<file path="src/rtl/pipe_hazard_ctrl.sv">
// ============================================================================
// Module   : pipe_hazard_ctrl
// Purpose  : 5-stage pipeline write-enable/bubble control for load-use,
//            taken-branch and multi-cycle mul/div hazards, with
//            saturating stall and flush counters.
// Revision : 1.0
// ============================================================================
`default_nettype none

module pipe_hazard_ctrl #(
    parameter int unsigned MD_LAT = 4,
    parameter int unsigned PERF_W = 16
) (
    input  logic              clk_i,
    input  logic              rst_i,
    input  logic              IDEX_MemRead_i,
    input  logic [4:0]        IDEX_Rt_i,
    input  logic [4:0]        IFID_Rs_i,
    input  logic [4:0]        IFID_Rt_i,
    input  logic              muldiv_start_i,
    input  logic              branch_taken_i,
    input  logic              perf_clr_i,
    output logic              PC_Write_o,
    output logic              IFID_Write_o,
    output logic              IDEX_Write_o,
    output logic              EXMEM_Write_o,
    output logic              MEMWB_Write_o,
    output logic              IFID_Bubble_o,
    output logic              IDEX_Bubble_o,
    output logic              EXMEM_Bubble_o,
    output logic              md_busy_o,
    output logic [PERF_W-1:0] stall_cnt_o,
    output logic [PERF_W-1:0] flush_cnt_o
);

    typedef enum logic [0:0] {
        RUN     = 1'b0,
        MD_WAIT = 1'b1
    } state_t;

    localparam logic [7:0]        c_MD_INIT   = 8'(MD_LAT - 1);
    localparam bit                c_MD_SINGLE = (MD_LAT == 1);
    localparam logic [PERF_W-1:0] c_PERF_MAX  = '1;

    state_t            state_q, state_d;
    logic [7:0]        md_cnt_q, md_cnt_d;
    logic [PERF_W-1:0] stall_cnt_q, stall_cnt_d;
    logic [PERF_W-1:0] flush_cnt_q, flush_cnt_d;

    logic w_load_use;
    logic w_pc_write;
    logic w_ifid_write;
    logic w_idex_write;
    logic w_ifid_bubble;
    logic w_idex_bubble;
    logic w_exmem_bubble;

    // r0 is hardwired zero, so a load "to" r0 never creates a dependency
    assign w_load_use = IDEX_MemRead_i && (IDEX_Rt_i != 5'd0) &&
                        ((IDEX_Rt_i == IFID_Rs_i) || (IDEX_Rt_i == IFID_Rt_i));

    always_comb begin
        state_d        = state_q;
        md_cnt_d       = md_cnt_q;
        w_pc_write     = 1'b1;
        w_ifid_write   = 1'b1;
        w_idex_write   = 1'b1;
        w_ifid_bubble  = 1'b0;
        w_idex_bubble  = 1'b0;
        w_exmem_bubble = 1'b0;

        if (branch_taken_i) begin
            // Flush everything younger than MEM, including a pending mul/div
            w_ifid_bubble  = 1'b1;
            w_idex_bubble  = 1'b1;
            w_exmem_bubble = 1'b1;
            state_d        = RUN;
            md_cnt_d       = 8'd0;
        end else if (state_q == MD_WAIT) begin
            w_pc_write     = 1'b0;
            w_ifid_write   = 1'b0;
            w_idex_write   = 1'b0;
            w_exmem_bubble = 1'b1;
            if (md_cnt_q == 8'd1) begin
                state_d  = RUN;
                md_cnt_d = 8'd0;
            end else begin
                md_cnt_d = md_cnt_q - 8'd1;
            end
        end else if (muldiv_start_i) begin
            w_pc_write     = 1'b0;
            w_ifid_write   = 1'b0;
            w_idex_write   = 1'b0;
            w_exmem_bubble = 1'b1;
            if (!c_MD_SINGLE) begin
                state_d  = MD_WAIT;
                md_cnt_d = c_MD_INIT;
            end
        end else if (w_load_use) begin
            w_pc_write    = 1'b0;
            w_ifid_write  = 1'b0;
            w_idex_bubble = 1'b1;
        end
    end

    always_comb begin
        stall_cnt_d = stall_cnt_q;
        flush_cnt_d = flush_cnt_q;
        if (perf_clr_i) begin
            stall_cnt_d = '0;
            flush_cnt_d = '0;
        end else begin
            if (!w_pc_write && (stall_cnt_q != c_PERF_MAX)) begin
                stall_cnt_d = stall_cnt_q + 1'b1;
            end
            if (branch_taken_i && (flush_cnt_q != c_PERF_MAX)) begin
                flush_cnt_d = flush_cnt_q + 1'b1;
            end
        end
    end

    always_ff @(posedge clk_i or negedge rst_i) begin
        if (!rst_i) begin
            state_q     <= RUN;
            md_cnt_q    <= 8'd0;
            stall_cnt_q <= '0;
            flush_cnt_q <= '0;
        end else begin
            state_q     <= state_d;
            md_cnt_q    <= md_cnt_d;
            stall_cnt_q <= stall_cnt_d;
            flush_cnt_q <= flush_cnt_d;
        end
    end

    assign PC_Write_o     = w_pc_write;
    assign IFID_Write_o   = w_ifid_write;
    assign IDEX_Write_o   = w_idex_write;
    assign EXMEM_Write_o  = 1'b1;
    assign MEMWB_Write_o  = 1'b1;
    assign IFID_Bubble_o  = w_ifid_bubble;
    assign IDEX_Bubble_o  = w_idex_bubble;
    assign EXMEM_Bubble_o = w_exmem_bubble;
    assign md_busy_o      = (state_q == MD_WAIT);
    assign stall_cnt_o    = stall_cnt_q;
    assign flush_cnt_o    = flush_cnt_q;

endmodule

`default_nettype wire
</file>
<file path="config.mk">
export PLATFORM = sky130hd
export DESIGN_NAME = pipe_hazard_ctrl
export DESIGN_NICKNAME = d
export VERILOG_FILES = /design/src/rtl/pipe_hazard_ctrl.sv
export SDC_FILE = /design/constraint.sdc
export NUM_CORES = 1
export LEC_CHECK = 0
export BUFFER_PORTS_ARGS = -buffer_cell sky130_fd_sc_hd__buf_4
export CELL_PAD_IN_SITES_DETAIL_PLACEMENT = 1
export CELL_PAD_IN_SITES_GLOBAL_PLACEMENT = 2
export CORE_AREA = 2 2 65 128
export CTS_CLUSTER_DIAMETER = 100
export DETAILED_ROUTE_END_ITERATION = 16
export DIE_AREA = 0 0 67 130
export PLACE_DENSITY = 0.88
export SLEW_MARGIN = 30
export SYNTH_ARGS = -nofsm -noshare
export SYNTH_HDL_FRONTEND = slang
export SYNTH_SLANG_ARGS = --single-unit
</file>
<file path="constraint.sdc">
create_clock -name clk_i -period 2.7 [get_ports clk_i]
set_input_delay 0.405 -clock clk_i [delete_from_list [all_inputs] [get_ports clk_i]]
set_output_delay 0.405 -clock clk_i [all_outputs]
set_load 0.01 [all_outputs]
</file>
# ---- Word level (Yosys, flattened, before mapping)
# Index checks and enable logic that the tools add are counted.
dict set report classes {
  add_sub_neg 3
  n_eq_ne 5
  mux 26
  reduce_logical 10
}
# operator n
set op_table {}
lappend op_table {{$mux 16} 4}
lappend op_table {{$add 16x1->16 const B} 2}
lappend op_table {{$mux 8} 4}
lappend op_table {{$ne 16x16->1 const B} 2}
lappend op_table {{$mux 1} 18}
lappend op_table {{$eq 5x5->1} 2}
lappend op_table {{$eq 8x1->1 const B} 1}
lappend op_table {{$sub 8x1->8 const B} 1}
lappend op_table {{$reduce_bool 5->1} 1}
lappend op_table {{$logic_and 1x1->1} 4}
lappend op_table {{$reduce_bool 2->1} 2}
lappend op_table {{$reduce_bool 3->1} 1}
lappend op_table {{$logic_not 1->1} 1}
lappend op_table {{$logic_or 1x1->1} 1}
dict set report word_totals {
  ff_bits 41
  inputBits 21
  output_inout_bits 41
  elab_cells 48
}

# ---- Depth between registers and ports, before layout
dict set report logic_depth {
  ltp_word 11
  depth_mapped 8
  mapped_depth_nobuf 7
}

# ---- Worst setup path before layout
# Ideal clock, no wire load.
dict set report synth_path {
  path_type {register to register}
  start {register stall_cnt_q[0], in the netlist stall_cnt_o[0]}
  end {register stall_cnt_q[10], in the netlist stall_cnt_o[10]}
  setup_ns 0.125
  arrival_time_ns 2.092
  required_time_ns 2.575
  setup_slack_ns 0.483
  path_stages_with_launch 8
  path_buffers 1
  synth_period_minus_slack_ns 2.217
  path_cell_list {dfrtp_1 > ha_1 > and3_1 > and3_4 > or3_1 > clkbuf_2 > nor4b_1 > mux2_2}
}
dict set report synth_via {
  elab_chain_cells 3
  word_cells_on_any_way 6
  cone_classes {add/sub: 1; eq/ne: 1; mux: 2; reduce/logical: 2}
}
# item line
set synth_lines {}
lappend synth_lines {{start, declared} 47} ;# logic [PERF_W-1:0] stall_cnt_q, stall_cnt_d;
lappend synth_lines {{start signal, assigned} 131} ;# stall_cnt_q <= stall_cnt_d;
lappend synth_lines {{$add 16x1->16 / $ne 16x16->1 (equally long branches)} {114, 113}}
lappend synth_lines {{$mux 16 / $logic_and 1x1->1 (equally long branches)} 113} ;# if (!w_pc_write && (stall_cnt_q != c_PERF_MAX)) begin
lappend synth_lines {{$mux 16 / $reduce_bool 2->1 (equally long branches)} --}
# Parallel ways exist; a longest one is shown, timed or not. The select of a mux whose other input is x is not followed.
# A chain may end at the register's enable or synchronous reset.

# ---- Final worst setup path
# Same ends and word-level chain as after synthesis.

==> results.cfg <==
[status]
outcome = finished, final reports clean

[timing]
drv_slew = 0
fin_skew_ps = 2.11
setup_viol_count_final = 0
setup_tns_ps = 0
rsz0062_at_grt = false
final_hold_viol_count = 0
period_needed_ps = 2350
worstMarginPinSlew_ps = 622
max_slew_margin = 0.582
post-route-period-util = 0.872
fmax_ghz = 0.425

[synthesis]
synth_top_area_share = 0.424
synth_edf_count = 0
synth_ff_type = dfrtp_1
ys_types = 48
async_reset_ff_frac = 1.00
synthCells = 262
synth.most_common_cell = dfrtp_1
yosys_warnings = 0
synth_area_leader_cell = dfrtp_1
ys_ff_latch = 41
synth_common_cells = dfrtp_1, nor2_1, nand2_1, a21oi_1
yosys-top-cells-area = dfrtp_1, nor2_1, xor2_1
syn_area_per_cell_um2 = 9.23
synth_seq_area_share = 0.424
syn_area_um2 = 2420

[setup_path]
ff2ff_path_depth = 6
rrSetupSlack_ps = 350
cp.arrival_ps = 2520
timing.rr.end = stall_cnt_o[10]
worst-path-buf-inv = 0
cp_slowest_cell = dfrtp_1
crit_type = register to register
r2r_start = stall_cnt_o[0]
cp.required_ps = 2860
crit_cells = 6
startpoint = stall_cnt_o[0]
critPathTopFamily = simple AND/OR/NAND/NOR gates
cp-end-kind = register
cp_max_fo = 7
path_cells = ha_1, and3_1, and3_4, or3_1, nor4b_1, mux2_2
critPathMaxStageDelay_ps = 420
cp-start-kind = register

[cells_and_area]
area_growth_pct = 26.8
instances_no_fill = 413
drive_above_1_share = 0.262
diodes = 0
nNetsFinal = 342
finish.utilization = 0.392
final_area_um2 = 3070

[die]
initial_utilization = 0.309
fp.coreArea_um2 = 7830
ios = 62
die_h_um = 130
die-area_um2 = 8710
row_count = 46
die_w_um = 67

[global_routing]
grt_max_degree = 42
grt_use_total = 0.148
overflow = 0
grt_pass1_vias = 2171
antenna_found_initial = 0
grt_pass1_wl_mm = 10.1

[power]
switching_share = 0.248
clkPwrFrac = 0.406
p_int_mw = 1.09
leakage_nw = 1.38
ir_worst_vdd_v = 0.000357
pwr-share-comb = 0.141
pwr_density_cell_nw_per_um2 = 471
pwr-share-seq = 0.453
p_sw_uw = 358

[drt]
postRouteWirelength_mm = 6.27
drc_errors = 0
wl_per_cell_um = 15.2
detail-route-antenna-nets = 0
vias = 2159
drtPass1Iterations = 4
routed_via_density = 5.23
first_iter_violations = 60

[clock_tree]
clkLatencyLatePin_ps = 280
cts-hold-fix-buffers = 0
cts_num_sinks = 41
cts_tree = built
clockRootBuffer = clkbuf_16
clkTransAtPathRegs_ps = 60
cts_buffers = 5
cts_max_level = 2
clock_path_buffers = 2
post_cts_resized = 0
cts_setup_buffers = 0

[worst_hold_path]
holdCritPathClass = input pin to asynchronous set/reset pin

[placed_design]
placed_cells = 406
place.gp.congestion = 0.766
dp_hpwl_mm = 4.80
place_area_um2 = 2920
io_buffers = 59

[flow_run]
maxCapViolations = 0
## worst max-delay path by stage
stage,end,slack (ps)
after global placement,stall_cnt_o[10],480
final,stall_cnt_o[10],350
after global routing,stall_cnt_o[10],240
after detailed placement,stall_cnt_o[10],330
after CTS,stall_cnt_o[10],330
after floorplan,stall_cnt_o[10],480
## metrics by stage
stage	hold WS [ps]	setup WS (ps)	total power, mW
floorplan	109	483	0.780
global placement	434	481	0.861
detailed placement	428	334	0.872
CTS	129	331	1.47
global route	147	240	1.52
finish	99.4	345	1.44
## per-layer routing
metal | wire, um | up-vias | GRT usage
met4 | 118 | 0 | 0.0504
met5 | 0 | - | 0
met1 | 2510 | 1075 | 0.164
met2 | 3410 | 43 | 0.273
li1 | - | 1033 | -
met3 | 235 | 8 | 0.0302
## layout by cell type, fill, tap and decap left out, drive strengths merged, types with 2 or more instances in the layout
master / instances
nand2: 16
conb: 2
nor3: 6
o31ai: 10
nor4: 2
or3: 3
ha: 4
nor2: 32
dfrtp: 41
buf: 63
or2: 2
nor4b: 2
a31o: 2
xnor2: 11
and3: 5
o21ai: 14
and4: 3
a21boi: 2
or4: 10
a21oi: 15
clkbuf: 7
mux2: 5
nand2b: 2
inv: 9
xor2: 13
nand4: 7
nand3: 11
nor2b: 6
## logic make-up after synthesis
group,share of synthesized area
and+or+nand+nor,0.255
adders and majority gates,0.0207
other,0.00155
buffers and inverters,0.0518
muxes,0.0274
DFF,0.424
xor gates and xnor gates,0.0870
AOI/OAI and AO/OA,0.132
## registers in the layout, summed over array words and instances (netlist names)
register     flops
flush_cnt_o     16
stall_cnt_o     16
md_cnt_q         8
md_busy_o        1
## power by group through the flow
stage / Sequential (mW) / Combinational, mW / Clock (mW)
global route: 0.656 / 0.229 / 0.634
global placement: 0.662 / 0.199 / 0
floorplan: 0.660 / 0.120 / 0
CTS: 0.653 / 0.209 / 0.608
finish: 0.653 / 0.204 / 0.586
detailed placement: 0.664 / 0.208 / 0
## final cells by class
| class | instances | area (um2) |
|---|---|---|
| repair buffers | 63 | 473 |
| inverters | 9 | 33.8 |
| multi-input cells | 197 | 1270 |
| fillers | 955 | 4760 |
| clock buffers | 7 | 143 |
| flip-flops and latches | 41 | 1030 |
| well taps | 96 | 120 |
(Power assumes the default switching activity.)
